## src/rtl/bcd_seq_pkg.sv

```systemverilog
// Shared types and helpers for the BCD up/down sequencer and its digit cells.
package bcd_seq_pkg;

  typedef enum logic {
    IDLE = 1'b0,
    RUN  = 1'b1
  } state_e;

  localparam logic [3:0] BCD_MAX = 4'd9;

  localparam logic DIR_UP = 1'b0;
  localparam logic DIR_DN = 1'b1;

  // True when every nibble of v holds 0..9. Narrower vectors are
  // zero-extended by the caller; zero nibbles are always valid.
  function automatic logic is_bcd(input logic [15:0] v);
    logic ok;
    ok = 1'b1;
    for (int i = 0; i < 4; i++) begin
      if (v[4*i +: 4] > BCD_MAX) ok = 1'b0;
    end
    return ok;
  endfunction

endpackage

```

## src/rtl/bcd_digit.sv

```systemverilog
// One BCD digit of the ripple counter: steps up or down when enabled,
// raises cout_o when it rolls over (9->0 up, 0->9 down) so the next
// digit steps on the same edge. nxt_o exposes the value after this edge.
module bcd_digit
  import bcd_seq_pkg::*;
(
  input  logic       clk,
  input  logic       rst,
  input  logic       en_i,
  input  logic       dir_i,
  input  logic       load_i,
  input  logic [3:0] load_val_i,
  output logic [3:0] q_o,
  output logic [3:0] nxt_o,
  output logic       cout_o
);

  logic [3:0] q_q;
  logic [3:0] q_d;

  // Next digit value for a step in the latched direction.
  always_comb begin
    // NOTE: default first so every path assigns q_d and no latch is inferred.
    q_d = q_q;
    if (en_i) begin
      if (dir_i == DIR_UP) q_d = (q_q == BCD_MAX) ? 4'd0 : q_q + 4'd1;
      else                 q_d = (q_q == 4'd0) ? BCD_MAX : q_q - 4'd1;
    end
  end

  assign cout_o = en_i && ((dir_i == DIR_UP) ? (q_q == BCD_MAX) : (q_q == 4'd0));
  assign nxt_o  = q_d;
  assign q_o    = q_q;

  // Digit register: reset, load, or step.
  always_ff @(posedge clk) begin
    // NOTE: non-blocking assignments for all clocked state, avoiding ordering races.
    if (rst)         q_q <= 4'd0;
    else if (load_i) q_q <= load_val_i;
    else             q_q <= q_d;
  end

endmodule

```

## src/rtl/bcd_updown_seq.sv

```systemverilog
// Sequencer for a DIGITS-wide up/down BCD counter. A start latches a
// target and direction, then the counter steps once every STEP_DIV
// cycles until it equals the target, ending with a one-cycle done pulse.
// Optional macro BCD_SEQ_LOAD_EN adds a direct load of the count in IDLE.
module bcd_updown_seq
  import bcd_seq_pkg::*;
#(
  parameter int DIGITS   = 2,
  parameter int STEP_DIV = 1
) (
  input  logic                clk,
  input  logic                rst,
  input  logic                start,
  input  logic                x,
  input  logic [4*DIGITS-1:0] target,
  input  logic                abort,
`ifdef BCD_SEQ_LOAD_EN
  input  logic                load,
  input  logic [4*DIGITS-1:0] load_value,
`endif
  output logic [4*DIGITS-1:0] count,
  output logic                busy,
  output logic                done,
  output logic                err
);

  localparam int         W        = 4 * DIGITS;
  localparam logic [7:0] DIV_LAST = 8'(STEP_DIV - 1);

  state_e         state_q, state_d;
  logic [7:0]     div_q, div_d;
  logic           dir_q, dir_d;
  logic [W-1:0]   tgt_q, tgt_d;
  logic           done_q, done_d;
  logic           err_q, err_d;

  logic [W-1:0]   cnt;
  logic [W-1:0]   nxt;
  logic           step_en;
  logic           load_req;
  logic           load_en;
  logic [W-1:0]   load_val;
  logic           carry_unused;

`ifdef BCD_SEQ_LOAD_EN
  assign load_req = load;
  assign load_val = load_value;
`else
  assign load_req = 1'b0;
  assign load_val = '0;
`endif

  // A step happens on a divider wrap while running, unless aborted.
  assign step_en = (state_q == RUN) && !abort && (div_q == DIV_LAST);

  for (genvar i = 0; i < DIGITS; i++) begin : g_dig
    logic en;
    logic cout;
    if (i == 0) begin : g_first
      assign en = step_en;
    end else begin : g_rest
      assign en = g_dig[i-1].cout;
    end
    bcd_digit u_digit (
      .clk        (clk),
      .rst        (rst),
      .en_i       (en),
      .dir_i      (dir_q),
      .load_i     (load_en),
      .load_val_i (load_val[4*i +: 4]),
      .q_o        (cnt[4*i +: 4]),
      .nxt_o      (nxt[4*i +: 4]),
      .cout_o     (cout)
    );
  end

  // The top digit's rollover is the full wrap; nothing beyond it consumes it.
  assign carry_unused = g_dig[DIGITS-1].cout;

  // Next-state, divider, latches and pulse generation.
  always_comb begin
    state_d = state_q;
    div_d   = div_q;
    dir_d   = dir_q;
    tgt_d   = tgt_q;
    done_d  = 1'b0;
    err_d   = 1'b0;
    load_en = 1'b0;
    unique case (state_q)
      IDLE: begin
        if (load_req) begin
          if (is_bcd(16'(load_val))) load_en = 1'b1;
          else                       err_d   = 1'b1;
        end else if (start) begin
          if (!is_bcd(16'(target))) begin
            err_d = 1'b1;
          end else if (target == cnt) begin
            done_d = 1'b1;
          end else begin
            state_d = RUN;
            dir_d   = x;
            tgt_d   = target;
            div_d   = '0;
          end
        end
      end
      RUN: begin
        if (abort) begin
          state_d = IDLE;
        end else if (step_en) begin
          div_d = '0;
          if (nxt == tgt_q) begin
            done_d  = 1'b1;
            state_d = IDLE;
          end
        end else begin
          div_d = div_q + 8'd1;
        end
      end
      default: state_d = IDLE;
    endcase
  end

  // Control registers with synchronous reset.
  always_ff @(posedge clk) begin
    if (rst) begin
      state_q <= IDLE;
      div_q   <= '0;
      dir_q   <= DIR_UP;
      tgt_q   <= '0;
      done_q  <= 1'b0;
      err_q   <= 1'b0;
    end else begin
      state_q <= state_d;
      div_q   <= div_d;
      dir_q   <= dir_d;
      tgt_q   <= tgt_d;
      done_q  <= done_d;
      err_q   <= err_d;
    end
  end

  assign count = cnt;
  assign busy  = (state_q == RUN);
  assign done  = done_q;
  assign err   = err_q;

endmodule

```

## config.mk

```make
export PLATFORM = sky130hd
export DESIGN_NAME = bcd_updown_seq
export DESIGN_NICKNAME = d
export VERILOG_FILES = /design/src/rtl/bcd_seq_pkg.sv /design/src/rtl/bcd_digit.sv /design/src/rtl/bcd_updown_seq.sv
export SDC_FILE = /design/constraint.sdc
export NUM_CORES = 1
export LEC_CHECK = 0
export ABC_AREA = 1
export CAP_MARGIN = 0
export CORE_UTILIZATION = 50
export CTS_BUF_LIST = sky130_fd_sc_hd__clkbuf_4
export CTS_CLUSTER_SIZE = 24
export DETAILED_ROUTE_END_ITERATION = 6
export HOLD_SLACK_MARGIN = 0.08
export PLACE_DENSITY = 0.72
export SYNTH_ARGS = -nofsm -noshare
export SYNTH_HDL_FRONTEND = slang
export SYNTH_SLANG_ARGS = --single-unit
```

## constraint.sdc

```tcl
create_clock -name clk -period 2.25 [get_ports clk]
set_input_delay 0.5625 -clock clk [delete_from_list [all_inputs] [get_ports clk]]
set_output_delay 0.5625 -clock clk [all_outputs]
set_load 0.05 [all_outputs]
```

==> flow_summary_export.csv, run 1 <==
group,metric,value,unit
run_status,status,"finished, final reports clean",
layout,fin_cells,418,
logic_synthesis,yosysWarnings,0,
critical_path,reg2reg_to,"busy",
cts,clock-sinks,28,
cts,postCtsSetupBuffers,0,
critical_path,worstReg2RegStart,"g_dig[0].u_digit.q_o[0]",
sta,worstMarginPinSlew,0.505,ns
cts,cts_tree,"done",
sta,worst_clock_skew,0.00930,ns
sta,rsz0062_at_grt,"no",
power,powerDensity,388,nW/µm²
critical_path,path_cells,"clkdlybuf4s50_1",
hold_path,hp-start,"tgt_q[2]",
critical_path,crit_slowest_cell,"clkdlybuf4s50_1",
job,cap_viol_max_count,0,
floorplan,num_rows,23,
detailed_routing,firstDrtPassIters,4,
critical_path,critPathBufInv,1,
placed_design,hpwlAfterDp,4.18,mm
placed_design,place_inst,414,
power,p_leak,1.21,nW
cts,cts_made_buffers,3,
logic_synthesis,syn_nets,345,
global_route,grt_pass1_wl,8.50,mm
hold_path,holdPathStages,2,
critical_path,worstPathRequired,1.69,ns
critical_path,crit_type,"register to output port",
power,p_comb_share,25.8,%
layout,fill_cells,386,
detailed_routing,via_count,2172,
sta,finalHoldViolCount,0,
power,p_int,0.686,mW
cts,cts.path.max_buffers,2,
power,ir_worst_vdd,0.000319,V
detailed_routing,antenna_left,0,
critical_path,worstSetupEndpointType,"output port",
placed_design,gp_congestion,0.845,
logic_synthesis,syn_area,2160,µm²
power,switchingPower,0.313,mW
critical_path,startpoint_type,"register",
layout,diodes,0,
layout,drive_above_1_share,19.6,%
global_route,track_usage,24.7,%
global_route,grt-ovfl-total,0,
floorplan,io_pins,24,
global_route,grt_start_max_net_pins,17,
sta,fmax,474,MHz
cts,clock_latency,0.33,ns
global_route,antenna_found_initial,0,
floorplan,dieWidth,67.7,µm
cts,ctsHtreeMaxLevel,1,
logic_synthesis,synth_cell_types,33,
logic_synthesis,synth-edff-count,0,
critical_path,crit_arrival,1.55,ns
hold_path,hold_path.class,"register to register",
critical_path,path_delay_family,"buffers and inverters",
sta,finalCritPeriodShare,93.8,%
logic_synthesis,syn-instance-count,323,
detailed_routing,routedWlPerCell,12.5,µm
placed_design,pre_cts_slack,-0.224,ns
detailed_routing,drt_first_iter_violations,126,
critical_path,timing.critical_path.fanout_max,3,
layout,nNetsFinal,391,
layout,fin_area,2580,µm²
logic_synthesis,ys_seq_elements,28,
sta,finalSetupViolCount,0,
critical_path,cpPeakStageDelay,0.82,ns
logic_synthesis,ys.flop_type,"dfxtp_1",
sta,layout_min_cycle_time,2.11,ns
power,switching_share,31.3,%
sta,setup_ws,0.139,ns
detailed_routing,drc_errors,0,
floorplan,initial_utilization,53.2,%
sta,slew_headroom,66.2,%
logic_synthesis,syn_area_per_cell,6.68,µm²
detailed_routing,vias_per_cell,5.20,
global_route,grt_pass1_vias,1919,
cts,clk_pin_slew,0.15,ns
placed_design,io_buffers,23,
critical_path,r2r_cells,14,
power,seq_power_share,52.9,%
floorplan,die_area,4580,µm²
cts,clock_tree.root_cell,"clkbuf_4",
floorplan,chipHeight,67.7,µm
logic_synthesis,async_reset_ff_share,0,%
layout,areaGrowthSynthToFinish,19.5,%
sta,slew_violations,0,
detailed_routing,wl,5.21,mm
floorplan,core_area,4060,µm²
cts,hold_buffers,0,
hold_path,hold_path_end,"tgt_q[2]",
placed_design,place_area,2550,µm²
power,p_clk_share,21.3,%
logic_synthesis,ys_seq_area_share,26.0,%
critical_path,ff2ff_setup_slack,0.18,ns
## power by group through the flow
stage                     Sequential (mW)  Combinational [mW]  Clock, mW
after floorplan                     0.551               0.159          0
after global placement              0.539               0.253          0
after detailed placement            0.540               0.257          0
after CTS                           0.529               0.258      0.222
after global routing                0.532               0.284      0.242
final                               0.529               0.258      0.213
## state kept, by name (all words and copies together) (netlist names)
signal and flops:
done 1, dir_q 1, tgt_q 8, g_dig.u_digit.q_o 8
err 1, busy 1, div_q 8
## cells by family (layout without fill, tap and decap cells)
kind of cell	Yosys count	after routing	share of synthesized area, %
xor gates and xnor gates	9	9	4.00
AOI/OAI and AO/OA	38	38	9.22
DFF	28	28	26.0
buffers and inverters	45	90	10.0
and+or+nand+nor	194	194	45.5
adders and majority gates	9	9	5.22
## layout make-up
type                    instances  area, µm²  share of cell area (%)
multi-input cells             250       1380                    53.5
well taps                      50       62.6                    2.43
clock buffers                   3       22.5                   0.873
clock inverters                 1       3.75                   0.146
flip-flops and latches         28        561                    21.7
repair buffers                 48        399                    15.5
inverters                      38        150                    5.82
## metrics by stage
stage / hold slack, ns / util, % / TNS [ns] / power (mW)
floorplan: 0.444 / - / 0 / 0.709
global placement: 0.468 / 62.9 / -0.316 / 0.792
detailed placement: 0.472 / 62.9 / -0.426 / 0.797
CTS: 0.492 / 63.6 / 0 / 1.01
global route: 0.518 / 63.6 / 0 / 1.06
finish: 0.489 / 63.6 / 0 / 1.00
## how the worst max path moves through the flow
stage	from	to	slack, ns	cells past startpoint
after floorplan	g_dig[1].u_digit.q_o[0]	busy	0.05	13
after global placement	abort	busy	-0.16	12
after detailed placement	abort	busy	-0.22	12
after CTS	busy	busy	0.12	1
after global routing	abort	busy	0.03	12
final	busy	busy	0.14	1
## routing by layer
metal | part of all wire (%) | global-route usage (%) | vias up
met4 | 0.77 | 5.59 | 0
met1 | 48 | 34.5 | 992
met2 | 47 | 40.8 | 46
met3 | 4.5 | 2.20 | 4
li1 | - | - | 1130
met5 | 0 | 0 | -
## cell usage in the layout, fill, tap and decap left out
cell	netlist	layout
nor3_2	1	1
nor3_1	8	8
nand4_1	5	5
clkinv_1	0	1
nand2_2	4	4
buf_4	0	32
nor2_1	31	31
nor2_2	7	7
a21oi_1	22	22
ha_1	9	9
nor2_4	4	4
and3_1	2	2
o21ai_0	13	13
nor3b_1	1	1
inv_2	5	5
dlygate4sd2_1	0	1
nand2_4	4	4
clkbuf_4	0	3
inv_6	1	1
nand3_2	4	4
inv_1	31	31
xnor2_2	1	1
clkdlybuf4s50_1	0	15
nand2_8	1	1
inv_4	1	1
nand2_1	88	88
a211oi_1	2	2
and2_1	2	2
nand3b_1	1	1
o21ai_2	1	1
xor2_1	1	1
nand3_4	2	2
nand3_1	28	28
dfxtp_1	28	28
nor2_8	1	1
xnor2_1	7	7
## synthesized netlist by cell type (2+ instances only)
| cell | n | area [µm²] |
|---|---|---|
| nand2_1 | 88 | 330 |
| inv_1 | 31 | 116 |
| nor2_1 | 31 | 116 |
| dfxtp_1 | 28 | 561 |
| nand3_1 | 28 | 140 |
| a21oi_1 | 22 | 110 |
| o21ai_0 | 13 | 65.1 |
| ha_1 | 9 | 113 |
| nor3_1 | 8 | 40.0 |
| nor2_2 | 7 | 43.8 |
| xnor2_1 | 7 | 61.3 |
| buf_6 | 5 | 56.3 |
| inv_2 | 5 | 18.8 |
| nand4_1 | 5 | 31.3 |
| nand2_2 | 4 | 25.0 |
| nand2_4 | 4 | 45.0 |
| nand3_2 | 4 | 40.0 |
| nor2_4 | 4 | 45.0 |
| a211oi_1 | 2 | 15.0 |
| and2_1 | 2 | 12.5 |
| and3_1 | 2 | 12.5 |
| buf_2 | 2 | 10.0 |
| nand3_4 | 2 | 35.0 |
## repair_timing
item	in CTS	in global routing
hold endpoints to repair	0	0
endpoints found under the setup margin	1	0
resized for setup	1	0
No activity file was read; power rests on OpenSTA's default activity.
==> run 2, diff against run 1 <==
- GPL_ROUTABILITY_DRIVEN: default -> 0
==> results of run 2 <==
The final DEF is identical to that of run 1; final timing and power are the same.
